==> src/rtl/qea_run_sequencer.sv <==
// Run sequencer for the QEA core: streams gate contexts into context RAM, seeds
// the |0..0> state, launches a run and measures its execution time.
module qea_run_sequencer #(
   parameter int unsigned PE_NUM_WIDTH            = 2,
   parameter int unsigned PE_NUM                  = 4,
   parameter int unsigned DATA_WIDTH              = 32,
   parameter int unsigned STATE_DATA_WIDTH        = 64,
   parameter int unsigned STATE_ADDR_WIDTH        = 16,
   parameter int unsigned GATE_CONTEXT_DATA_WIDTH = 64,
   parameter int unsigned GATE_CONTEXT_ADDR_WIDTH = 16,
   parameter int unsigned MAX_QBIT_WIDTH          = 6,
   parameter int unsigned NUM_FRAC_BIT            = 30,
   parameter int unsigned TIMEOUT_CYCLES          = 1000000
) (
   input  logic                                 clk,
   input  logic                                 rst,
   input  logic                                 i_run,
   input  logic [MAX_QBIT_WIDTH-1:0]            i_qbit_num,
   input  logic                                 s_ctx_valid,
   output logic                                 s_ctx_ready,
   input  logic [GATE_CONTEXT_DATA_WIDTH-1:0]   s_ctx_data,
   input  logic                                 s_ctx_last,
   output logic                                 o_ctx_en,
   output logic                                 o_ctx_wea,
   output logic [GATE_CONTEXT_ADDR_WIDTH-1:0]   o_ctx_addr,
   output logic [GATE_CONTEXT_DATA_WIDTH-1:0]   o_ctx_data,
   output logic                                 o_state_ena,
   output logic                                 o_state_wea,
   output logic [STATE_ADDR_WIDTH-1:0]          o_state_addra,
   output logic [PE_NUM*STATE_DATA_WIDTH-1:0]   o_state_dina,
   output logic                                 o_start,
   input  logic                                 i_complete,
   output logic                                 o_busy,
   output logic                                 o_done,
   output logic                                 o_err,
   output logic [GATE_CONTEXT_ADDR_WIDTH:0]     o_ctx_count,
   output logic [31:0]                          o_exec_cycles
);

   localparam int unsigned CNT_W   = GATE_CONTEXT_ADDR_WIDTH + 1;
   localparam int unsigned LANES_W = PE_NUM * STATE_DATA_WIDTH;

   localparam logic [CNT_W-1:0]          CTX_FULL = CNT_W'(1) << GATE_CONTEXT_ADDR_WIDTH;
   localparam logic [MAX_QBIT_WIDTH-1:0] QBIT_MIN = MAX_QBIT_WIDTH'(PE_NUM_WIDTH + 1);
   localparam logic [MAX_QBIT_WIDTH-1:0] QBIT_MAX = MAX_QBIT_WIDTH'(STATE_ADDR_WIDTH + PE_NUM_WIDTH);
   localparam logic [MAX_QBIT_WIDTH-1:0] PE_SHIFT = MAX_QBIT_WIDTH'(PE_NUM_WIDTH);
   localparam logic [31:0]               TIMEOUT  = 32'(TIMEOUT_CYCLES);
   localparam logic [DATA_WIDTH-1:0]     FX_ONE   = DATA_WIDTH'(1) << NUM_FRAC_BIT;
   // Amplitude 1.0+0j in the top lane of word 0; every other amplitude is zero.
   localparam logic [LANES_W-1:0]        INIT_WORD0 =
      LANES_W'({FX_ONE, DATA_WIDTH'(0)}) << (LANES_W - STATE_DATA_WIDTH);

   typedef enum logic [2:0] {
      S_IDLE,
      S_LOAD_CTX,
      S_INIT_STATE,
      S_START,
      S_WAIT_CPL,
      S_DONE,
      S_ERR
   } state_t;

   state_t                               state_q, state_d;
   logic [MAX_QBIT_WIDTH-1:0]            qbit_q, qbit_d;
   logic                                 last_seen_q, last_seen_d;
   logic [CNT_W-1:0]                     ctx_count_q, ctx_count_d;
   logic                                 ctx_en_q, ctx_en_d;
   logic [GATE_CONTEXT_ADDR_WIDTH-1:0]   ctx_addr_q, ctx_addr_d;
   logic [GATE_CONTEXT_DATA_WIDTH-1:0]   ctx_data_q, ctx_data_d;
   logic [STATE_ADDR_WIDTH-1:0]          init_idx_q, init_idx_d;
   logic [31:0]                          exec_cnt_q, exec_cnt_d;
   logic [31:0]                          exec_cycles_q, exec_cycles_d;
   logic                                 err_q, err_d;

   logic [STATE_ADDR_WIDTH:0]            n_words;
   logic [STATE_ADDR_WIDTH-1:0]          init_last;
   logic [31:0]                          exec_inc;

   always_ff @(posedge clk) begin
      if (rst) begin
         state_q       <= S_IDLE;
         qbit_q        <= '0;
         last_seen_q   <= 1'b0;
         ctx_count_q   <= '0;
         ctx_en_q      <= 1'b0;
         ctx_addr_q    <= '0;
         ctx_data_q    <= '0;
         init_idx_q    <= '0;
         exec_cnt_q    <= '0;
         exec_cycles_q <= '0;
         err_q         <= 1'b0;
      end else begin
         state_q       <= state_d;
         qbit_q        <= qbit_d;
         last_seen_q   <= last_seen_d;
         ctx_count_q   <= ctx_count_d;
         ctx_en_q      <= ctx_en_d;
         ctx_addr_q    <= ctx_addr_d;
         ctx_data_q    <= ctx_data_d;
         init_idx_q    <= init_idx_d;
         exec_cnt_q    <= exec_cnt_d;
         exec_cycles_q <= exec_cycles_d;
         err_q         <= err_d;
      end
   end

   always_comb begin
      n_words   = (STATE_ADDR_WIDTH+1)'(1) << (qbit_q - PE_SHIFT);
      init_last = STATE_ADDR_WIDTH'(n_words - (STATE_ADDR_WIDTH+1)'(1));
      exec_inc  = (exec_cnt_q == '1) ? exec_cnt_q : exec_cnt_q + 32'd1;
   end

   always_comb begin
      state_d       = state_q;
      qbit_d        = qbit_q;
      last_seen_d   = last_seen_q;
      ctx_count_d   = ctx_count_q;
      ctx_en_d      = 1'b0;
      ctx_addr_d    = ctx_addr_q;
      ctx_data_d    = ctx_data_q;
      init_idx_d    = init_idx_q;
      exec_cnt_d    = exec_cnt_q;
      exec_cycles_d = exec_cycles_q;
      err_d         = err_q;
      s_ctx_ready   = 1'b0;

      case (state_q)
         S_IDLE: begin
            if (i_run) begin
               qbit_d        = i_qbit_num;
               err_d         = 1'b0;
               ctx_count_d   = '0;
               exec_cycles_d = '0;
               last_seen_d   = 1'b0;
               init_idx_d    = '0;
               if (i_qbit_num < QBIT_MIN || i_qbit_num > QBIT_MAX) begin
                  state_d = S_ERR;
                  err_d   = 1'b1;
               end else begin
                  state_d = S_LOAD_CTX;
               end
            end
         end

         S_LOAD_CTX: begin
            // One extra cycle after the last beat lets its write issue before
            // state initialisation begins.
            if (last_seen_q) begin
               state_d     = S_INIT_STATE;
               last_seen_d = 1'b0;
            end else begin
               s_ctx_ready = 1'b1;
               if (s_ctx_valid) begin
                  // A full context RAM cannot take another beat, last or not.
                  if (ctx_count_q == CTX_FULL) begin
                     state_d = S_ERR;
                     err_d   = 1'b1;
                  end else begin
                     ctx_en_d    = 1'b1;
                     ctx_addr_d  = ctx_count_q[GATE_CONTEXT_ADDR_WIDTH-1:0];
                     ctx_data_d  = s_ctx_data;
                     ctx_count_d = ctx_count_q + CNT_W'(1);
                     last_seen_d = s_ctx_last;
                  end
               end
            end
         end

         S_INIT_STATE: begin
            if (init_idx_q == init_last) begin
               state_d = S_START;
            end else begin
               init_idx_d = init_idx_q + STATE_ADDR_WIDTH'(1);
            end
         end

         S_START: begin
            exec_cnt_d = '0;
            state_d    = S_WAIT_CPL;
         end

         S_WAIT_CPL: begin
            if (i_complete) begin
               exec_cycles_d = exec_inc;
               state_d       = S_DONE;
            end else begin
               exec_cnt_d = exec_inc;
               if (exec_inc == TIMEOUT) begin
                  state_d = S_ERR;
                  err_d   = 1'b1;
               end
            end
         end

         S_DONE:  state_d = S_IDLE;
         S_ERR:   state_d = S_IDLE;
         default: state_d = S_IDLE;
      endcase
   end

   always_comb begin
      o_ctx_en      = ctx_en_q;
      o_ctx_wea     = ctx_en_q;
      o_ctx_addr    = ctx_addr_q;
      o_ctx_data    = ctx_data_q;
      o_state_ena   = (state_q == S_INIT_STATE);
      o_state_wea   = (state_q == S_INIT_STATE);
      o_state_addra = (state_q == S_INIT_STATE) ? init_idx_q : '0;
      o_state_dina  = (state_q == S_INIT_STATE && init_idx_q == '0) ? INIT_WORD0 : '0;
      o_start       = (state_q == S_START);
      o_busy        = (state_q != S_IDLE);
      o_done        = (state_q == S_DONE);
      o_err         = err_q;
      o_ctx_count   = ctx_count_q;
      o_exec_cycles = exec_cycles_q;
   end

endmodule

==> config.mk <==
export PLATFORM = sky130hd
export DESIGN_NAME = qea_run_sequencer
export DESIGN_NICKNAME = d
export VERILOG_FILES = /design/src/rtl/qea_run_sequencer.sv
export SDC_FILE = /design/constraint.sdc
export NUM_CORES = 1
export LEC_CHECK = 0
export ABC_AREA = 1
export BUFFER_PORTS_ARGS = -buffer_cell sky130_fd_sc_hd__buf_2
export CAP_MARGIN = 10
export CORE_AREA = 2 2 189 191
export CTS_CLUSTER_SIZE = 20
export DETAILED_ROUTE_END_ITERATION = 10
export DIE_AREA = 0 0 191 193
export PLACE_DENSITY = 0.56
export SYNTH_ARGS = -nofsm -noshare
export SYNTH_HDL_FRONTEND = slang
export SYNTH_SLANG_ARGS = --single-unit
==> constraint.sdc <==
create_clock -name clk -period 5.5 [get_ports clk]
set_clock_uncertainty 0.1 [all_clocks]
set_input_delay 1.1 -clock clk [delete_from_list [all_inputs] [get_ports clk]]
set_output_delay 1.1 -clock clk [all_outputs]
set_load 0.01 [all_outputs]
; ---- After elaboration in Yosys (flattened, before gate mapping)
; Index checks and enable logic that the tools add are counted.
[classes]
n_bitwise = 4
add_sub_neg = 5
muxes = 41
n_eq_ne = 22
magnitude_cmp = 2
n_reduce_logical = 20
shifts = 1
[op_table]
columns = operator, count
row1 = $mux W255, 1
row2 = $mux W32, 4
row3 = $pmux W32 S2, 2
row4 = $mux W17, 4
row5 = $mux W16, 3
row6 = $pmux W17 S2, 1
row7 = $add A32 B1 Y32 const B, 1
row8 = $eq A32 B20 Y1 const B, 1
row9 = $eq A32 B32 Y1 const B, 1
row10 = $pmux W16 S2, 1
row11 = $mux W3, 8
row12 = $ne A2 B2 Y1 const B, 9
row13 = $add A17 B1 Y17 const B, 1
row14 = $eq A17 B17 Y1 const B, 1
row15 = $add A16 B1 Y16 const B, 1
row16 = $eq A16 B16 Y1, 1
row17 = $logic_not A16 Y1, 1
row18 = $shl A1 B6 Y16 const A, 1
row19 = $sub A16 B1 Y16 const B, 1
row20 = $pmux W3 S5, 1
row21 = $mux W1, 14
row22 = $reduce_and A5 Y1, 2
row23 = $ne A3 B3 Y1 const B, 3
row24 = $reduce_bool A2 Y1, 4
row25 = 19 further kinds, 28
[totals]
inputBits = 76
out_inout_bits = 410
regBits = 189

; ---- Logic depth before layout (Yosys ltp)
; Gate-level depths: netlist of run 1.
[logic_depth]
ltp_word = 6
depth_mapped = 21

; ---- Worst setup path after synthesis of run 1
; Ideal clock, no wire load.
[synth_path]
path_kind = register -> output
from = reg state_q[1]
to = out o_state_addra[10]
arrival_time_ps = 1934
required_ps = 4300
slack_ps = 2366
stages_incl_launch_ff = 7
cell_sequence = dfxtp_1 -> inv_1 -> nor3_1 -> inv_1 -> clkbuf_1 -> clkbuf_1 -> nor2_1
[synth_via]
elab_chain_len = 2
[synth_rtl]
columns = element, line_no
row1 = "start, declared", 63  ; state_t state_q, state_d;
row2 = "start signal, assigned", 93  ; state_q <= state_d;
row3 = $eq A3 B2 Y1, --
row4 = net o_state_ena, 27  ; output logic o_state_ena,
row5 = $mux W16, 208  ; o_state_addra = (state_q == S_INIT_STATE) ? init_idx_q : '0;
row6 = "end, declared", 29  ; output logic [STATE_ADDR_WIDTH-1:0] o_state_addra,
; The timed path passes the listed nets, and every way through them passes these cells.

; ---- Worst setup path in the final report of run 1
[layout_path]
from = reg state_q[1]
to = out o_state_addra[11]
[layout_via]
elab_chain_len = 2
[layout_rtl]
columns = element, line_no
row1 = $eq A3 B2 Y1, 208
row2 = $mux W16, 208
; No other way between the ends.

==> flow_metrics.env, run 1 <==
export IMPL_status="complete, no violations"
export IMPL_globalRouteTotalUtil=0.158
export IMPL_drcViolationCount=0
export IMPL_gr_total_overflow=0
export IMPL_crit_path_cell_trace="inv_1 > nor3_1 > inv_1 > nor2_1 > buf_2"
export IMPL_final_period_utilization=0.684
export IMPL_fp_coreArea_um2=35000
export IMPL_hold_violations=0
export IMPL_antenna_found_initial=4
export IMPL_min_path_type="reg2reg"
export IMPL_first_pass_iters=8
export IMPL_final_min_clock_period_ns=3.76
export IMPL_setup_violations=0
export IMPL_fmax_mhz=266
export IMPL_grt_max_degree=89
export IMPL_path_clk_slew_ns=0.07
export IMPL_route_vias_total=10298
export IMPL_die_y_um=193
export IMPL_cp_max_fo=29
export IMPL_gp_congestion=0.930
export IMPL_via_per_inst=4.44
export IMPL_netlist_area_um2=11300
export IMPL_crit_family="buffers and inverters"
export IMPL_synth_top_area_cell="dfxtp_1"
export IMPL_cts_buffers=17
export IMPL_cts_resized=0
export IMPL_async_flop_share=0
export IMPL_synth_edff_count=0
export IMPL_rsz0062_at_grt="no"
export IMPL_ys_ff_latch=189
export IMPL_post_cts_buffers=0
export IMPL_wl_mm=30.6
export IMPL_drive_gt1_frac=0.162
export IMPL_ctsHtreeMaxLevel=4
export IMPL_place_inst=2286
export IMPL_slowest_stage="inv_1"
export IMPL_ios=486
export IMPL_synthTopCellsByArea="dfxtp_1 33%, buf_4 17%, nand2_1 13%"
export IMPL_yosysMostFrequentCell="nand2_1"
export IMPL_nNetsFinal=1927
export IMPL_tightest_slew_ns=0.989
export IMPL_grt_first_pass_wirelength_mm=46.8
export IMPL_p_leak_nw=5.80
export IMPL_die_x_um=191
export IMPL_drv_cap=0
export IMPL_ys_flop_type="dfxtp_1"
export IMPL_grt_pass1_vias=9099
export IMPL_postRouteAntennaNets=0
export IMPL_row_count=69
export IMPL_syn_instance_count=1657
export IMPL_fin_ws_ns=1.74
export IMPL_cpPeakStageDelay_ns=0.62
export IMPL_cts_hold_buf=0
export IMPL_cp_start_kind="flop"
export IMPL_area_growth_pct=10.3
export IMPL_drt_wirelength_per_cell_um=13.2
export IMPL_avgSynthCellArea_um2=6.84
export IMPL_drt_iter0_drc=578
export IMPL_powerDensity_nw_per_um2=400
export IMPL_relSlewSlack=0.340
export IMPL_finalMaxSlewViolations=0
export IMPL_portBuffers=230
export IMPL_crit_buf_inv=3
export IMPL_cts_tree="built"
export IMPL_fin_cells=2320
export IMPL_cts_root_buf="clkbuf_16"
export IMPL_crit_path_frequent_cell="inv_1"
export IMPL_dieArea_um2=36900
export IMPL_final_util=0.357
export IMPL_fin_setup_tns_ns=0
export IMPL_synth_commonest_cells="399 x nand2_1, 258 x buf_4, 189 x dfxtp_1"
export IMPL_seq_area_frac_synth=0.334
export IMPL_clk_latency_ns=0.44
export IMPL_arrival_ns=2.56
export IMPL_hold_slack_ns=0.363
export IMPL_crit_type="reg2out"
export IMPL_yosys_area_top_type_share=0.334
export IMPL_cts_buffer_depth=2
export IMPL_pre_cts_slack_ns=1.79
export IMPL_cp_end_kind="output pin"
export IMPL_dp_hpwl_mm=22.9
export IMPL_yosysWarningCount=0
export IMPL_crit_required_ns=4.30
export IMPL_start_util=0.324
export IMPL_ir_worst_vdd_uv=247
export IMPL_yosysUniqueCellTypes=44
export IMPL_cts_sinks=189
layout make-up:
cell class	instances	area, um^2
fillers	3831	22500
multi-input cells	1299	5920
flip-flops and latches	189	3780
repair buffers	238	1210
well taps	461	577
clock buffers	21	470
inverters	99	372
clock inverters	11	155
diodes	2	5.00
through the flow:
stage          area [um^2]  total power [W]
2_1_floorplan        12300          0.00333
3_3_place_gp         11900          0.00368
3_5_place_dp         11900          0.00371
4_1_cts              12500          0.00504
5_1_grt              12500          0.00537
6_report             12500          0.00500
layer usage:
layer  global-route usage  vias to the layer above  part of all wire
li1                     -                     5228                 -
met5                    0                        -           0.00052
met3               0.0424                       41             0.086
met2                0.251                      426              0.45
met4               0.0698                        2             0.028
met1                0.202                     4601              0.43
worst paths after layout:
kind                        from           endpoint  depth (start not counted)  slack [ns]
setup / recovery      state_q[1]  o_state_addra[11]                          5        1.74
setup reg to reg       qbit_q[1]      init_idx_q[0]                         16        1.82
hold / removal    o_ctx_data[17]     o_ctx_data[17]                          2        0.36
hold reg to reg   o_ctx_data[17]     o_ctx_data[17]                          2        0.36
sequential cells by signal, summed over array words and instances (netlist names):
name,count
exec_cnt_q,32
init_idx_q,16
last_seen_q,1
o_ctx_addr,16
o_ctx_count,17
o_ctx_data,64
o_ctx_en,1
o_err,1
o_exec_cycles,32
qbit_q,6
state_q,3
logic make-up (layout without fill, tap and decap cells):
| kind of cell | after synthesis | count (layout) | synth area share |
|---|---|---|---|
| AND/OR/NAND/NOR | 711 | 711 | 0.267 |
| buffers and inverters | 423 | 369 | 0.228 |
| AO/OA/AOI/OAI | 284 | 284 | 0.130 |
| flip-flops | 189 | 189 | 0.334 |
| XOR/XNOR | 42 | 42 | 0.0337 |
| adder cells (fa/ha/maj) | 7 | 7 | 0.00773 |
| other | 1 | 257 | 0.000331 |
tightest hold or removal path, stage by stage (launching register included):
cell and delay (ns):
dfxtp_1 0.31, nand2_1 0.06, a21oi_1 0.05
where the power goes:
group          total, W  switching (W)  internal (W)
Combinational   0.00188        0.00131      0.000566
Sequential      0.00180       0.000183       0.00162
Clock           0.00132       0.000559      0.000759
placed cells by master (no fill, tap or decap), types with 3 or more instances in the layout:
master	instances
nand2_1	399
conb_1	255
buf_2	230
dfxtp_1	189
a21oi_1	174
nor2_1	135
o21ai_0	96
inv_1	92
nand3_1	74
nor3_1	36
xor2_1	31
nand4_1	26
clkbuf_16	17
xnor2_1	10
nor4_1	10
nor2_2	9
buf_4	8
ha_1	7
nand3_2	6
inv_2	5
nand2_2	4
bufinv_16	3
clkinv_4	3
clkbuf_8	3
(Power assumes the default switching activity.)
==> inputs of run 2 (changes only) <==
--- a/config.mk
+++ b/config.mk
@@ -8,11 +8,11 @@
 export ABC_AREA = 1
 export BUFFER_PORTS_ARGS = -buffer_cell sky130_fd_sc_hd__buf_2
 export CAP_MARGIN = 10
-export CORE_AREA = 2 2 189 191
+export CORE_AREA = 2 2 190 192
 export CTS_CLUSTER_SIZE = 20
 export DETAILED_ROUTE_END_ITERATION = 10
-export DIE_AREA = 0 0 191 193
-export PLACE_DENSITY = 0.56
+export DIE_AREA = 0 0 192 194
+export PLACE_DENSITY = 0.58
 export SYNTH_ARGS = -nofsm -noshare
 export SYNTH_HDL_FRONTEND = slang
 export SYNTH_SLANG_ARGS = --single-unit
==> constraint.sdc (replaced) <==
create_clock -name clk -period 3 [get_ports clk]
set_clock_uncertainty 0.1 [all_clocks]
set_input_delay 0.6 -clock clk [delete_from_list [all_inputs] [get_ports clk]]
set_output_delay 0.6 -clock clk [all_outputs]
set_load 0.01 [all_outputs]
==> run 2 against run 1 <==
Against the previous run: wire length up 2.4%; sequential cell count unchanged; non-clock buffer count up 39; critical endpoint is now init_idx_q[14]; largest cell class unchanged; setup slack worse by 1.5 ns; global-route usage up 0.22 points; die area up 1.0%.
==> flow_metrics.env, run 2 (same netlist as run 1, synthesis figures left out) <==
export IMPL_path_clk_slew_ns=0.07
export IMPL_finalMaxSlewViolations=0
export IMPL_crit_required_ns=3.27
export IMPL_via_per_inst=4.43
export IMPL_r2r_end="init_idx_q[14]"
export IMPL_hold_depth=3
export IMPL_crit_path_cell_trace="inv_2 > ha_4 > xnor2_4 > inv_2 > nor2_4 > nand3_2 > ha_2 > xor2_1 > o21ai_0 > a21oi_1 > nand2_1 > nor2_1 > nand3_2 > nand2_4 > clkbuf_16 > nand3_1 > a21oi_1"
export IMPL_grt_pass1_vias=9412
export IMPL_final_util=0.367
export IMPL_busiest_layer="met2"
export IMPL_arrival_ns=3.08
export IMPL_cp_start_kind="flop"
export IMPL_start_util=0.322
export IMPL_die_x_um=192
export IMPL_final_common_cell="nand2_1"
export IMPL_die_y_um=194
export IMPL_final_min_clock_period_ns=2.81
export IMPL_power_w=0.00931
export IMPL_cp_end_kind="flop"
export IMPL_route_vias_total=10450
export IMPL_postRouteAntennaNets=0
export IMPL_cpPeakStageDelay_ns=0.34
export IMPL_crit_family="simple AND/OR/NAND/NOR gates"
export IMPL_ctsHtreeMaxLevel=4
export IMPL_nNetsFinal=1966
export IMPL_cts_hold_buf=0
export IMPL_final_period_utilization=0.936
export IMPL_tightest_slew_ns=0.696
export IMPL_gp_congestion=0.913
export IMPL_grt_first_pass_wirelength_mm=48.3
export IMPL_grt_use_met1=0.203
export IMPL_cts_tree="built"
export IMPL_antenna_found_initial=4
export IMPL_powerDensity_nw_per_um2=720
export IMPL_fin_cells=2360
export IMPL_r2r_cells=17
export IMPL_cp_depth=17
export IMPL_use_met2=0.259
export IMPL_dp_hpwl_mm=23.5
export IMPL_ios=486
export IMPL_min_path_type="in2reg"
export IMPL_status="complete, no violations"
export IMPL_wl_mm=31.3
export IMPL_crit_buf_inv=3
export IMPL_cts_sinks=189
export IMPL_drive_gt1_frac=0.192
export IMPL_row_count=69
export IMPL_seq_area_um2=3790
export IMPL_multi_input_area_um2=6060
export IMPL_relSlewSlack=0.532
export IMPL_cts_buffers=17
export IMPL_slowest_stage="dfxtp_2"
export IMPL_r2r_slack_ns=0.19
export IMPL_drcViolationCount=0
export IMPL_fin_setup_tns_ns=0
export IMPL_timing_rr_start="qbit_q[2]"
export IMPL_hold_violations=0
export IMPL_grt_max_degree=84
export IMPL_cts_root_buf="clkbuf_16"
export IMPL_cts_buffer_depth=2
export IMPL_min_from="s_ctx_data[15]"
export IMPL_fp_coreArea_um2=35200
export IMPL_area_growth_pct=14.0
export IMPL_largest_reg_flops=64
export IMPL_clk_latency_ns=0.43
export IMPL_gr_total_overflow=0
export IMPL_cp_max_fo=8
export IMPL_crit_type="reg2reg"
export IMPL_fillers=3811
export IMPL_setup_violations=0
export IMPL_drv_cap=0
export IMPL_drt_iter0_drc=561
export IMPL_mostFrequentLayoutCells="399 x nand2_1, 255 x conb_1, 230 x buf_2"
export IMPL_place_inst=2323
export IMPL_p_leak_nw=5.99
export IMPL_fmax_mhz=356
export IMPL_portBuffers=230
export IMPL_drt_wirelength_per_cell_um=13.3
export IMPL_globalRouteTotalUtil=0.161
export IMPL_dieArea_um2=37200
export IMPL_hold_end="o_ctx_data[15]"
export IMPL_met3_usage=0.0433
export IMPL_first_pass_iters=5
export IMPL_ir_worst_vdd_uv=434
## run 2: tightest hold or removal path: stages
cell     delay [ns]
buf_2          0.09
nand2_1        0.05
a21oi_1        0.05
## run 2: per-layer routing
layer / vias up / wire length [um]
met5: - / 0
met4: 0 / 823
met3: 45 / 2420
met2: 402 / 14400
met1: 4700 / 13700
li1: 5303 / -
## run 2: what timing repair did
action | in CTS | in global routing
setup endpoints to repair | 0 | 21
gates resized for setup | 0 | 38
buffers inserted | 0 | 1
## run 2: worst max-delay path by stage
stage / start / endpoint / slack, ns
global route: qbit_q[1] / init_idx_q[14] / -0.04
finish: qbit_q[2] / init_idx_q[14] / 0.19
floorplan: qbit_q[1] / init_idx_q[10] / 0.009
detailed placement: qbit_q[1] / init_idx_q[10] / 0.02
CTS: qbit_q[1] / init_idx_q[8] / 0.004
global placement: qbit_q[1] / init_idx_q[1] / 0.1
## run 2: report_power, final
group          switching, W  internal (W)  leakage (nW)
sequential         0.000330       0.00297          1.54
clock               0.00102       0.00112         0.263
combinational       0.00256       0.00132          4.19
total               0.00391       0.00540          5.99
## run 2: metrics by stage
step / hold slack, ns / worst slack (ns) / area (um^2)
2_1_floorplan: 0.348 / 0.00931 / 12300
3_3_place_gp: 0.349 / 0.0984 / 12200
3_5_place_dp: 0.353 / 0.0201 / 12200
4_1_cts: 0.281 / 0.00400 / 12700
5_1_grt: 0.287 / -0.0405 / 12900
6_report: 0.299 / 0.192 / 12900
## run 2: cell type report
type                       count  area share
multi-input combinational   1299       0.469
antenna                        3    0.000581
sequential                   189       0.293
clock inverter                10     0.00649
inverter                      99      0.0288
clock buffer                  22      0.0359
tap                          461      0.0446
timing repair buffer         277       0.122
